<file path="src/rtl/bcd_pkg.sv">
// Shared types and constants for the serial BCD adder/subtractor.
package bcd_pkg;

  typedef logic [3:0] digit_t;

  typedef enum logic {
    OP_ADD = 1'b0,
    OP_SUB = 1'b1
  } op_t;

  typedef enum logic [1:0] {
    IDLE = 2'd0,
    CALC = 2'd1,
    DONE = 2'd2
  } state_t;

  // Decimal adjust applied when a digit overflows or underflows
  localparam digit_t BCD_CORR = 4'd6;

  // A BCD digit is legal only in the range 0..9
  function automatic logic digit_bad(input digit_t v);
    return v > 4'd9;
  endfunction

endpackage

</file>
<file path="src/rtl/bcd_digit_addsub.sv">
// Single-digit combinational BCD add/subtract with decimal correction.
module bcd_digit_addsub
  import bcd_pkg::*;
(
  input  digit_t x,
  input  digit_t y,
  input  op_t    op,
  input  logic   c_in,
  output digit_t d,
  output logic   c_out,
  output logic   bad
);

  logic [4:0] raw;

  // Binary add/sub of one digit, then correct into BCD and derive carry/borrow
  always_comb begin
    raw   = '0;
    d     = '0;
    c_out = 1'b0;
    bad   = digit_bad(x) | digit_bad(y);
    if (op == OP_ADD) begin
      raw = {1'b0, x} + {1'b0, y} + {4'b0, c_in};
      if (raw > 5'd9) begin
        d     = raw[3:0] + BCD_CORR;
        c_out = 1'b1;
      end else begin
        d = raw[3:0];
      end
    end else begin
      raw = {1'b0, x} - {1'b0, y} - {4'b0, c_in};
      if (raw[4]) begin
        d     = raw[3:0] - BCD_CORR;
        c_out = 1'b1;
      end else begin
        d = raw[3:0];
      end
    end
  end

endmodule

</file>
<file path="src/rtl/bcd_addsub_serial.sv">
// Digit-serial BCD adder/subtractor: one digit per clock, LSD first,
// valid/ready handshakes on both operand and result sides.
module bcd_addsub_serial
  import bcd_pkg::*;
#(
  parameter int unsigned DIGITS = 4,
  parameter int unsigned CNT_W  = $clog2(DIGITS + 1)
) (
  input  logic                clk,
  input  logic                rst_n,
  input  logic                in_valid,
  output logic                in_ready,
  input  logic                op,
  input  logic [4*DIGITS-1:0] a,
  input  logic [4*DIGITS-1:0] b,
  input  logic                cin,
  output logic                out_valid,
  input  logic                out_ready,
  output logic [4*DIGITS-1:0] result,
  output logic                cout,
  output logic                err,
  output logic                busy
);

  localparam int unsigned W = 4 * DIGITS;

  state_t           state;
  logic [W-1:0]     a_sh;
  logic [W-1:0]     b_sh;
  op_t              op_r;
  logic             c_r;
  logic [CNT_W-1:0] cnt;

  digit_t           dig;
  logic             dig_c;
  logic             dig_bad;
  logic             accept;
  logic             last;

  // Operands are accepted when idle, or when the held result is being taken
  always_comb begin
    in_ready = (state == IDLE) || ((state == DONE) && out_ready);
    accept   = in_valid && in_ready;
    last     = (cnt == CNT_W'(DIGITS - 1));
  end

  bcd_digit_addsub u_digit (
    .x     (a_sh[3:0]),
    .y     (b_sh[3:0]),
    .op    (op_r),
    .c_in  (c_r),
    .d     (dig),
    .c_out (dig_c),
    .bad   (dig_bad)
  );

  // Control FSM plus operand shift registers and result assembly.
  // Accept is checked ahead of the state case so a DONE->CALC handoff
  // and an IDLE->CALC start share one load path.
  always_ff @(posedge clk or negedge rst_n) begin
    if (!rst_n) begin
      state     <= IDLE;
      a_sh      <= '0;
      b_sh      <= '0;
      op_r      <= OP_ADD;
      c_r       <= 1'b0;
      cnt       <= '0;
      result    <= '0;
      cout      <= 1'b0;
      err       <= 1'b0;
      out_valid <= 1'b0;
      busy      <= 1'b0;
    end else if (accept) begin
      a_sh      <= a;
      b_sh      <= b;
      op_r      <= op_t'(op);
      c_r       <= cin;
      cnt       <= '0;
      err       <= 1'b0;
      out_valid <= 1'b0;
      busy      <= 1'b1;
      state     <= CALC;
    end else begin
      case (state)
        CALC: begin
          a_sh <= a_sh >> 4;
          b_sh <= b_sh >> 4;
          c_r  <= dig_c;
          err  <= err | dig_bad;
          cnt  <= cnt + CNT_W'(1);
          for (int unsigned i = 0; i < DIGITS; i++) begin
            if (cnt == CNT_W'(i)) result[4*i +: 4] <= dig;
          end
          if (last) begin
            cout      <= dig_c;
            out_valid <= 1'b1;
            busy      <= 1'b0;
            state     <= DONE;
          end
        end
        DONE: begin
          if (out_ready) begin
            out_valid <= 1'b0;
            state     <= IDLE;
          end
        end
        default: begin
          state <= IDLE;
        end
      endcase
    end
  end

endmodule

</file>
<file path="config.mk">
export PLATFORM = sky130hd
export DESIGN_NAME = bcd_addsub_serial
export DESIGN_NICKNAME = d
export VERILOG_FILES = /design/src/rtl/bcd_pkg.sv /design/src/rtl/bcd_digit_addsub.sv /design/src/rtl/bcd_addsub_serial.sv
export SDC_FILE = /design/constraint.sdc
export NUM_CORES = 1
export LEC_CHECK = 0
export ABC_AREA = 1
export BUFFER_PORTS_ARGS = -buffer_cell sky130_fd_sc_hd__buf_2
export CAP_MARGIN = 20
export CORE_UTILIZATION = 50
export CTS_CLUSTER_DIAMETER = 150
export DETAILED_ROUTE_END_ITERATION = 10
export GPL_TIMING_DRIVEN = 0
export PLACE_DENSITY = 0.76
export SYNTH_ARGS = -nofsm -noshare
export SYNTH_HDL_FRONTEND = slang
export SYNTH_SLANG_ARGS = --single-unit
</file>
<file path="constraint.sdc">
create_clock -name clk -period 2.3 [get_ports clk]
set_input_delay 0 -clock clk [delete_from_list [all_inputs] [get_ports clk]]
set_output_delay 0 -clock clk [all_outputs]
set_load 0.05 [all_outputs]
</file>
==> flow_metrics.tcl <==
set metrics [dict create \
    post_drt_wl_per_cell_um 14.48 \
    grt.overflow.total 0 \
    ys_seq_area_frac 0.4758 \
    crit_arrival_ns 2.68 \
    clkTransAtPathRegs_ns 0.07 \
    die_w_um 80.78 \
    cp_num_buf_inv 2 \
    worstPathMaxFanout 4 \
    synth.avg_cell_area_um2 8.209 \
    r2r_setup_slack_ns -0.15 \
    critPathKind "reg -> reg" \
    synth_area_um2 3103 \
    final_cell_mix "153 x nand2_1, 62 x buf_2, 59 x dfrtp_1, 43 x inv_1, 37 x dlygate4sd3_1" \
    grt_pass1_vias 2882 \
    timing.slew.headroom 0.5693 \
    fin_util 0.7002 \
    synth_cell_types 26 \
    cp_slowest_stage_delay_ns 0.57 \
    placed_area_um2 3512 \
    die_area_um2 6525 \
    die_h_um 80.78 \
    violations "setup timing" \
    numCtsBuffers 9 \
    cts_root_buffer "clkbuf_8" \
    crit_required_ns 2.53 \
    cts_tree "yes" \
    fin_tns_setup_ns -1.906 \
    clockBufferDepth 2 \
    clock_skew_ns 0.009261 \
    max_freq_mhz 408.6 \
    yosysWarnings 0 \
    rows 28 \
    drt_wl_total_um 8256 \
    grt_max_degree 34 \
    worst_slack_ns -0.1477 \
    setup_viol 14 \
    vias 2938 \
    slew_violations 0 \
    finalNetCount 550 \
    cp_cell_sequence "fa_2 -> fa_2 -> inv_2 -> ha_4 -> inv_2 -> nor2_2 -> a21oi_2 -> nand2_2 -> nand2_4 -> nand3_2 -> nand2_1 -> nand2_2 -> nand2_1 -> nand2_1" \
    critPathSlowestCell "fa_2" \
    track_usage 0.2772 \
    drc 0 \
    dr.pass1.iters 4 \
    r2r_start "b_sh[0]" \
    drive_gt1_frac 0.2283 \
    ant_nets 0 \
    final_area_um2 4170 \
    ys_ff_latch 59 \
    worst_pin_slew_ns 0.6460 \
    path_common_cell "nand2_1" \
    cts_max_level 3 \
    critPathLaunchType "flop" \
    clk_latency_ns 0.34 \
    place_congestion 0.8586 \
    syn_to_final_growth_pct 34.40 \
    crit_path_end_kind "flop" \
    maxCapViolations 0 \
    n_antenna_cell 0 \
    outcome "finished with violations" \
    hold_class "in -> reg" \
    cts.sinks 59 \
    crit_path_start "b_sh[0]" \
    grt_pass1_wl_um 13340 \
    grt_antenna_before_repair 0 \
    period_needed_ns 2.448 \
    pin_count 59 \
    rsz0062_at_grt "yes" \
    initial_core_util 0.5210 \
    syn_nets 436 \
    finalHoldViolCount 0 \
    viasPerCell 5.154 \
    syn_inst 378 \
    dp.final_hpwl_um 5237 \
    worstHoldStart "in_valid" \
    fin_crit_sh 1.064 \
    final_common_cell "nand2_1" \
    drt-initial-drc-count 144 \
    path_delay_family "adder cells" \
    core_area_um2 5956 \
    port_buffers 58 \
]
metrics by stage:
stage	hold WS (ns)	setup WS [ns]	std cells
6_report	0.02349	-0.1477	570
5_1_grt	0.06359	-0.2692	570
4_1_cts	0.006982	-0.1539	566
3_5_place_dp	0.06003	-0.2692	512
3_3_place_gp	0.2059	-0.2541	511
2_1_floorplan	-0.2956	0.004105	378
logic make-up after synthesis:
group	share of synthesized area
simple gates	0.2452
xor+xnor	0.002823
fa+ha+maj	0.09032
buf+inv	0.07419
flops	0.4758
compound gates	0.1117
flip-flops by register name, indices dropped and copies added, names as in the netlist:
signal and count:
out_valid 1, busy 1, b_sh 16, err 1, cout 1, c_r 1, op_r 1, result 16
cnt 3, state 2, a_sh 16
final timing paths:
kind                         endpoint  depth (start not counted)
setup / recovery            result[3]                         14
hold / removal              out_valid                          4
setup reg to reg            result[3]                         14
hold reg to reg             result[1]                          2
max in group asynchronous  result[15]                          3
min in group asynchronous    b_sh[15]                          2
timing repair:
| item | 4_1_cts | 5_1_grt |
|---|---|---|
| hold buffers | 37 | 0 |
| endpoints found under the hold margin | 61 | 0 |
| resized for setup | 10 | 10 |
| pin swaps | 10 | 8 |
| buffers inserted | 3 | 4 |
| endpoints found under the setup margin | 14 | 18 |
layer usage:
layer,routed length [um],vias to the layer above,global-route usage
met3,417,24,0.06966
met4,223,0,0.1196
met2,4154,87,0.4585
li1,-,1425,-
met5,0,-,0
met1,3460,1402,0.3451
synth_stat cells (all sizes together):
library cell / count / share of area
or2: 1 / 0.0020
nor2: 8 / 0.0097
xnor2: 1 / 0.0028
fa: 4 / 0.026
clkbuf: 3 / 0.0036
nand2: 161 / 0.20
a22oi: 2 / 0.0048
a21oi: 4 / 0.0077
o21bai: 2 / 0.0048
inv: 47 / 0.057
dfrtp: 59 / 0.48
o211ai: 21 / 0.051
o22ai: 1 / 0.0020
a32o: 1 / 0.0032
o221ai: 1 / 0.0028
nand3b: 1 / 0.0024
nor3: 1 / 0.0016
nand3: 15 / 0.029
o21ai: 22 / 0.035
ha: 16 / 0.065
buf: 7 / 0.014
worst min-delay path: stages:
cell and delay, ns:
buf_2 0.10, o21ai_0 0.09, o21ai_0 0.09, inv_1 0.04
final cells by class:
type                            instances  area (um2)
Multi-Input combinational cell        262        1470
Inverter                               47       176.4
Clock inverter                          3       15.01
Fill cell                             446        1785
Tap cell                               75       93.84
Timing Repair Buffer                  103       733.2
Clock buffer                           11       151.4
Buffer                                 10       53.80
Sequential cell                        59        1476
Power is left out: the tool's default activity adds up to more than one toggle a clock period on the data nets, which glitch-free logic cannot reach.
